$ cat src/rtl/cdb_arbiter.sv
`default_nettype none
// ============================================================================
//  Module   : cdb_arbiter
//  Purpose  : Round-robin arbiter for the common data bus. Picks at most one
//             functional-unit result per cycle and registers it onto the CDB
//             for the reservation stations, ROB and register file.
//  Ports    : clk, rst            - clock, synchronous active-high reset
//             flush               - pipeline flush, blocks grants this cycle
//             req_valid/tag/rd/data - packed per-requester results
//             req_ready           - one-hot grant (transfer on valid & ready)
//             cdb_valid/tag/rd/data/src - registered broadcast
//             perf_bcast_cnt, perf_conflict_cnt - saturating counters,
//                                   present only with CDB_ARB_PERF_EN defined
//  Options  : CDB_ARB_PERF_EN     - adds the two performance counters
//  Revision : 1.0 - initial release
// ============================================================================
module cdb_arbiter #(
    parameter int NUM_REQ = 4,
    parameter int TAG_W   = 6,
    parameter int DATA_W  = 32,
    localparam int IDX_W  = $clog2(NUM_REQ)
) (
    input  logic                      clk,
    input  logic                      rst,
    input  logic                      flush,
    input  logic [NUM_REQ-1:0]        req_valid,
    input  logic [NUM_REQ*TAG_W-1:0]  req_tag,
    input  logic [NUM_REQ*5-1:0]      req_rd,
    input  logic [NUM_REQ*DATA_W-1:0] req_data,
    output logic [NUM_REQ-1:0]        req_ready,
    output logic                      cdb_valid,
    output logic [TAG_W-1:0]          cdb_tag,
    output logic [4:0]                cdb_rd,
    output logic [DATA_W-1:0]         cdb_data,
    output logic [IDX_W-1:0]          cdb_src
`ifdef CDB_ARB_PERF_EN
    ,
    output logic [31:0]               perf_bcast_cnt,
    output logic [31:0]               perf_conflict_cnt
`endif
);

    logic [IDX_W-1:0]   r_rr_ptr;
    logic               w_found;
    logic [IDX_W-1:0]   w_win_idx;
    logic [NUM_REQ-1:0] w_onehot;
    logic [TAG_W-1:0]   w_win_tag;
    logic [4:0]         w_win_rd;
    logic [DATA_W-1:0]  w_win_data;
    logic               w_xfer;
    logic [IDX_W-1:0]   w_ptr_next;

    // Two passes give the wrapped search order: first indices at or above
    // the pointer, then the ones below it. The first hit in that order wins.
    always_comb begin
        w_found    = 1'b0;
        w_win_idx  = '0;
        w_onehot   = '0;
        w_win_tag  = '0;
        w_win_rd   = '0;
        w_win_data = '0;
        for (int p = 0; p < 2; p++) begin
            for (int i = 0; i < NUM_REQ; i++) begin
                if (!w_found && req_valid[i] &&
                    ((p == 0) ? (IDX_W'(i) >= r_rr_ptr) : (IDX_W'(i) < r_rr_ptr))) begin
                    w_found     = 1'b1;
                    w_win_idx   = IDX_W'(i);
                    w_onehot[i] = 1'b1;
                    w_win_tag   = req_tag[i*TAG_W +: TAG_W];
                    w_win_rd    = req_rd[i*5 +: 5];
                    w_win_data  = req_data[i*DATA_W +: DATA_W];
                end
            end
        end
    end

    assign req_ready = (rst || flush) ? '0 : w_onehot;
    assign w_xfer    = w_found && !flush;

    // Explicit compare keeps the wrap correct for non-power-of-two NUM_REQ.
    assign w_ptr_next = (w_win_idx == IDX_W'(NUM_REQ - 1)) ? '0
                                                           : w_win_idx + IDX_W'(1);

    always_ff @(posedge clk) begin
        if (rst) begin
            r_rr_ptr  <= '0;
            cdb_valid <= 1'b0;
            cdb_tag   <= '0;
            cdb_rd    <= '0;
            cdb_data  <= '0;
            cdb_src   <= '0;
        end else if (w_xfer) begin
            r_rr_ptr  <= w_ptr_next;
            cdb_valid <= 1'b1;
            cdb_tag   <= w_win_tag;
            cdb_rd    <= w_win_rd;
            cdb_data  <= w_win_data;
            cdb_src   <= w_win_idx;
        end else begin
            // Payload holds its last value; only the valid pulse drops.
            cdb_valid <= 1'b0;
        end
    end

`ifdef CDB_ARB_PERF_EN
    logic w_multi_req;

    // Clearing the lowest set bit leaves something only if two or more are set.
    assign w_multi_req = |(req_valid & (req_valid - NUM_REQ'(1)));

    always_ff @(posedge clk) begin
        if (rst) begin
            perf_bcast_cnt    <= '0;
            perf_conflict_cnt <= '0;
        end else begin
            if (cdb_valid && (perf_bcast_cnt != 32'hFFFF_FFFF)) begin
                perf_bcast_cnt <= perf_bcast_cnt + 32'd1;
            end
            if (w_multi_req && !flush && (perf_conflict_cnt != 32'hFFFF_FFFF)) begin
                perf_conflict_cnt <= perf_conflict_cnt + 32'd1;
            end
        end
    end
`endif

endmodule
`default_nettype wire

$ cat config.mk
export PLATFORM = sky130hd
export DESIGN_NAME = cdb_arbiter
export DESIGN_NICKNAME = d
export VERILOG_FILES = /design/src/rtl/cdb_arbiter.sv
export SDC_FILE = /design/constraint.sdc
export NUM_CORES = 1
export LEC_CHECK = 0
export ABC_AREA = 1
export CELL_PAD_IN_SITES_DETAIL_PLACEMENT = 0
export CELL_PAD_IN_SITES_GLOBAL_PLACEMENT = 2
export CORE_AREA = 3 3 163 165
export DETAILED_ROUTE_END_ITERATION = 10
export DIE_AREA = 0 0 166 168
export GPL_ROUTABILITY_DRIVEN = 0
export GPL_TIMING_DRIVEN = 0
export PLACE_DENSITY = 0.92
export RECOVER_POWER = 25
export REMOVE_ABC_BUFFERS = 1
export SETUP_SLACK_MARGIN = 0.02
export SLEW_MARGIN = 20
export SYNTH_ARGS = -nofsm -noshare
export SYNTH_HDL_FRONTEND = slang
export SYNTH_SLANG_ARGS = --single-unit
$ cat constraint.sdc
create_clock -name clk -period 1.94 [get_ports clk]
set_input_delay 0.388 -clock clk [delete_from_list [all_inputs] [get_ports clk]]
set_output_delay 0.388 -clock clk [all_outputs]
set_load 0.05 [all_outputs]
==> reports/results.txt <==
post-synthesis cell count: 937
placement row count: 58
PortBufs: 228
yosys warns: 0
max-slew violation count: 0
WL/cell: 21.5 um
area of the core: 25200 um2
htree depth: 2
die height: 168 um
area share of the largest cell type after synthesis: 20.9%
Most common cell on crit path: buf_4
maxcap violations: 0
Setup crit end: req_ready[2]
Root Buffer: clkbuf_16
gr usage total: 21.9%
largest net degree at the start of global routing: 49
final setup margin: -0.179 ns
Hold Crit Class: flip-flop to flip-flop
CTS Sinks: 48
Synth area leader: nor2_1
start point of the critical path: r_rr_ptr[1]
ant diodes: 0
Max Buffers Root-to-Sink: 2
fin cells: 1524
CTS tree: yes
worst slew pin tran: 0.710 ns
Setup Skew: 0.00767 ns
first-pass GRT wire length: 45.5 mm
# DRC: 0
Max stage delay on crit path: 0.40 ns
# IOs: 229
r2r startpoint: r_rr_ptr[0]
dominant cells by area after synthesis: nor2_1, dfxtp_1, nand2_1
# placed instances: 1438
internal reg-to-reg setup slack: -0.02 ns
Fin. Hold Viols: 0
hpwl dp: 14.7 mm
Reg2Reg Depth: 12
Pwr per Cell Area: 518 nW/um2
average size of a mapped cell: 5.09 um2
endpoint class of the critical path: output port
Hold Path Depth: 2
Worst Path Required: 1.55 ns
via count: 6996
dpl cell area: 7310 um2
drt first-iter violations: 474
Critical-path top delay cell: dfxtp_4
FF-to-FF End: cdb_data[19]
crit path kind: flip-flop to output port
final WL: 32.8 mm
die width: 166 um
Clock transition at path regs: 0.07 ns
worst skew pair latency: 0.31 ns
final setup violation count: 7
Cell Area, Synth: 4770 um2
Setup Slack @ Placement: -2.73 ns
Total Power: 0.00454 W
crit-path cells: inv_2, nand2_8, buf_4, buf_4, nand3_4, a21oi_2, buf_6
commonest non-fill, non-tap cell in the layout: nor2_1
peak supply drop: 0.000372 V
failing checks: negative setup slack
Final period util: 109%
Seq cells post-synth: 48
starting density of the core: 18.9%
hold_buf cts: 0
die area: 27900 um2
Finished Cell Area: 8760 um2
DRT Pass-1 Iters: 5
fin crit period: 2.12 ns
largest fanout on the critical path: 4
commonest non-fill, non-tap cells in the layout: nor2_1, clkdlybuf4s50_1, nand2_1
Vias/cell: 4.59
gr ovfl total: 0
status: finished, violations left
Layout area overhead: 83.6%
leakage power: 4.11 nW
Fmax achieved: 472 MHz
setup tns final: -0.682 ns
number of global-route vias before repair: 6638
Worst Path Arrival: 1.73 ns
number of buffers created by CTS: 5
Netlist cell types: 19
register area share after synthesis: 20.1%
layout cells sized above 1: 12.5%
DRT antenna net count: 0
antenna violations before repair: 1
RSZ-0062 raised after global routing: yes
Startpoint Class: flip-flop
max_slew headroom: 52.9%
Nets: 1373
==> metal layers <==
metal	vias to the layer above	part of all wire, %	track usage [%]
li1	3452	-	-
met4	2	0.84	3.47
met2	281	46	36.0
met3	23	7.2	5.12
met1	3238	46	29.9
met5	-	0.040	0
==> Yosys cell counts <==
library cell  number
buf_2             32
inv_1            140
clkbuf_1          23
buf_6              4
nor2_1           266
nand3_2            2
nand4_4            1
nand3_4            1
nand2_2            1
nor2_2             2
nand2_4            1
nand3_1          132
buf_1              2
nand2_1          186
buf_4              2
inv_2              2
dfxtp_1           48
nand4_1           45
a21oi_1           47
==> through the flow <==
step | hold WS [ns] | utilization (%)
floorplan | 0.453 | -
global placement | 0.478 | 28.4
detailed placement | 0.481 | 29.0
CTS | 0.506 | 32.9
global route | 0.546 | 34.8
finish | 0.506 | 34.8
==> critical path, delay by kind of cell (launching register included) <==
kind / cells / cell delay (ns)
compound gates: 1 / 0.18
simple gates: 2 / 0.22
flops: 1 / 0.40
buf+inv: 4 / 0.61
==> power breakdown <==
| group | switching, W | internal, W |
|---|---|---|
| Combinational | 0.00144 | 0.000980 |
| Clock | 0.000444 | 0.000544 |
| Sequential | 0.0000544 | 0.00108 |
==> worst min path at each step <==
| stage | from | end | slack [ns] |
|---|---|---|---|
| floorplan | r_rr_ptr[0] | r_rr_ptr[0] | 0.45 |
| global route | cdb_data[11] | cdb_data[11] | 0.55 |
| global placement | r_rr_ptr[0] | r_rr_ptr[0] | 0.48 |
| finish | cdb_src[0] | cdb_src[0] | 0.51 |
| detailed placement | r_rr_ptr[0] | r_rr_ptr[0] | 0.48 |
| CTS | cdb_src[0] | cdb_src[0] | 0.51 |
==> area by class of cell <==
| class | instances | area [um2] |
|---|---|---|
| Timing Repair Buffer | 291 | 3140 |
| Tap cell | 330 | 413 |
| Timing Repair inverter | 6 | 70.1 |
| Multi-Input combinational cell | 700 | 3420 |
| Clock buffer | 7 | 153 |
| Fill cell | 2773 | 16400 |
| Inverter | 142 | 599 |
| Sequential cell | 48 | 968 |
==> state kept, by name, summed over array words and instances (netlist names) <==
name	flops
cdb_tag	6
cdb_rd	5
r_rr_ptr	2
cdb_valid	1
cdb_data	32
cdb_src	2
==> kinds of logic (layout without fill, tap and decap cells) <==
logic type,after synthesis,count (layout),synth area share (%)
compound gates,47,47,4.93
buf+inv,205,446,17.8
simple gates,637,653,57.2
flops,48,48,20.1
==> what timing repair did <==
item / in CTS / in global routing
gates resized for setup: 90 / 49
buffers inserted: 33 / 15
pin swaps: 10 / 13
endpoints found under the setup margin: 53 / 53
gates cloned: 24 / 8
(Power assumes the default switching activity.)
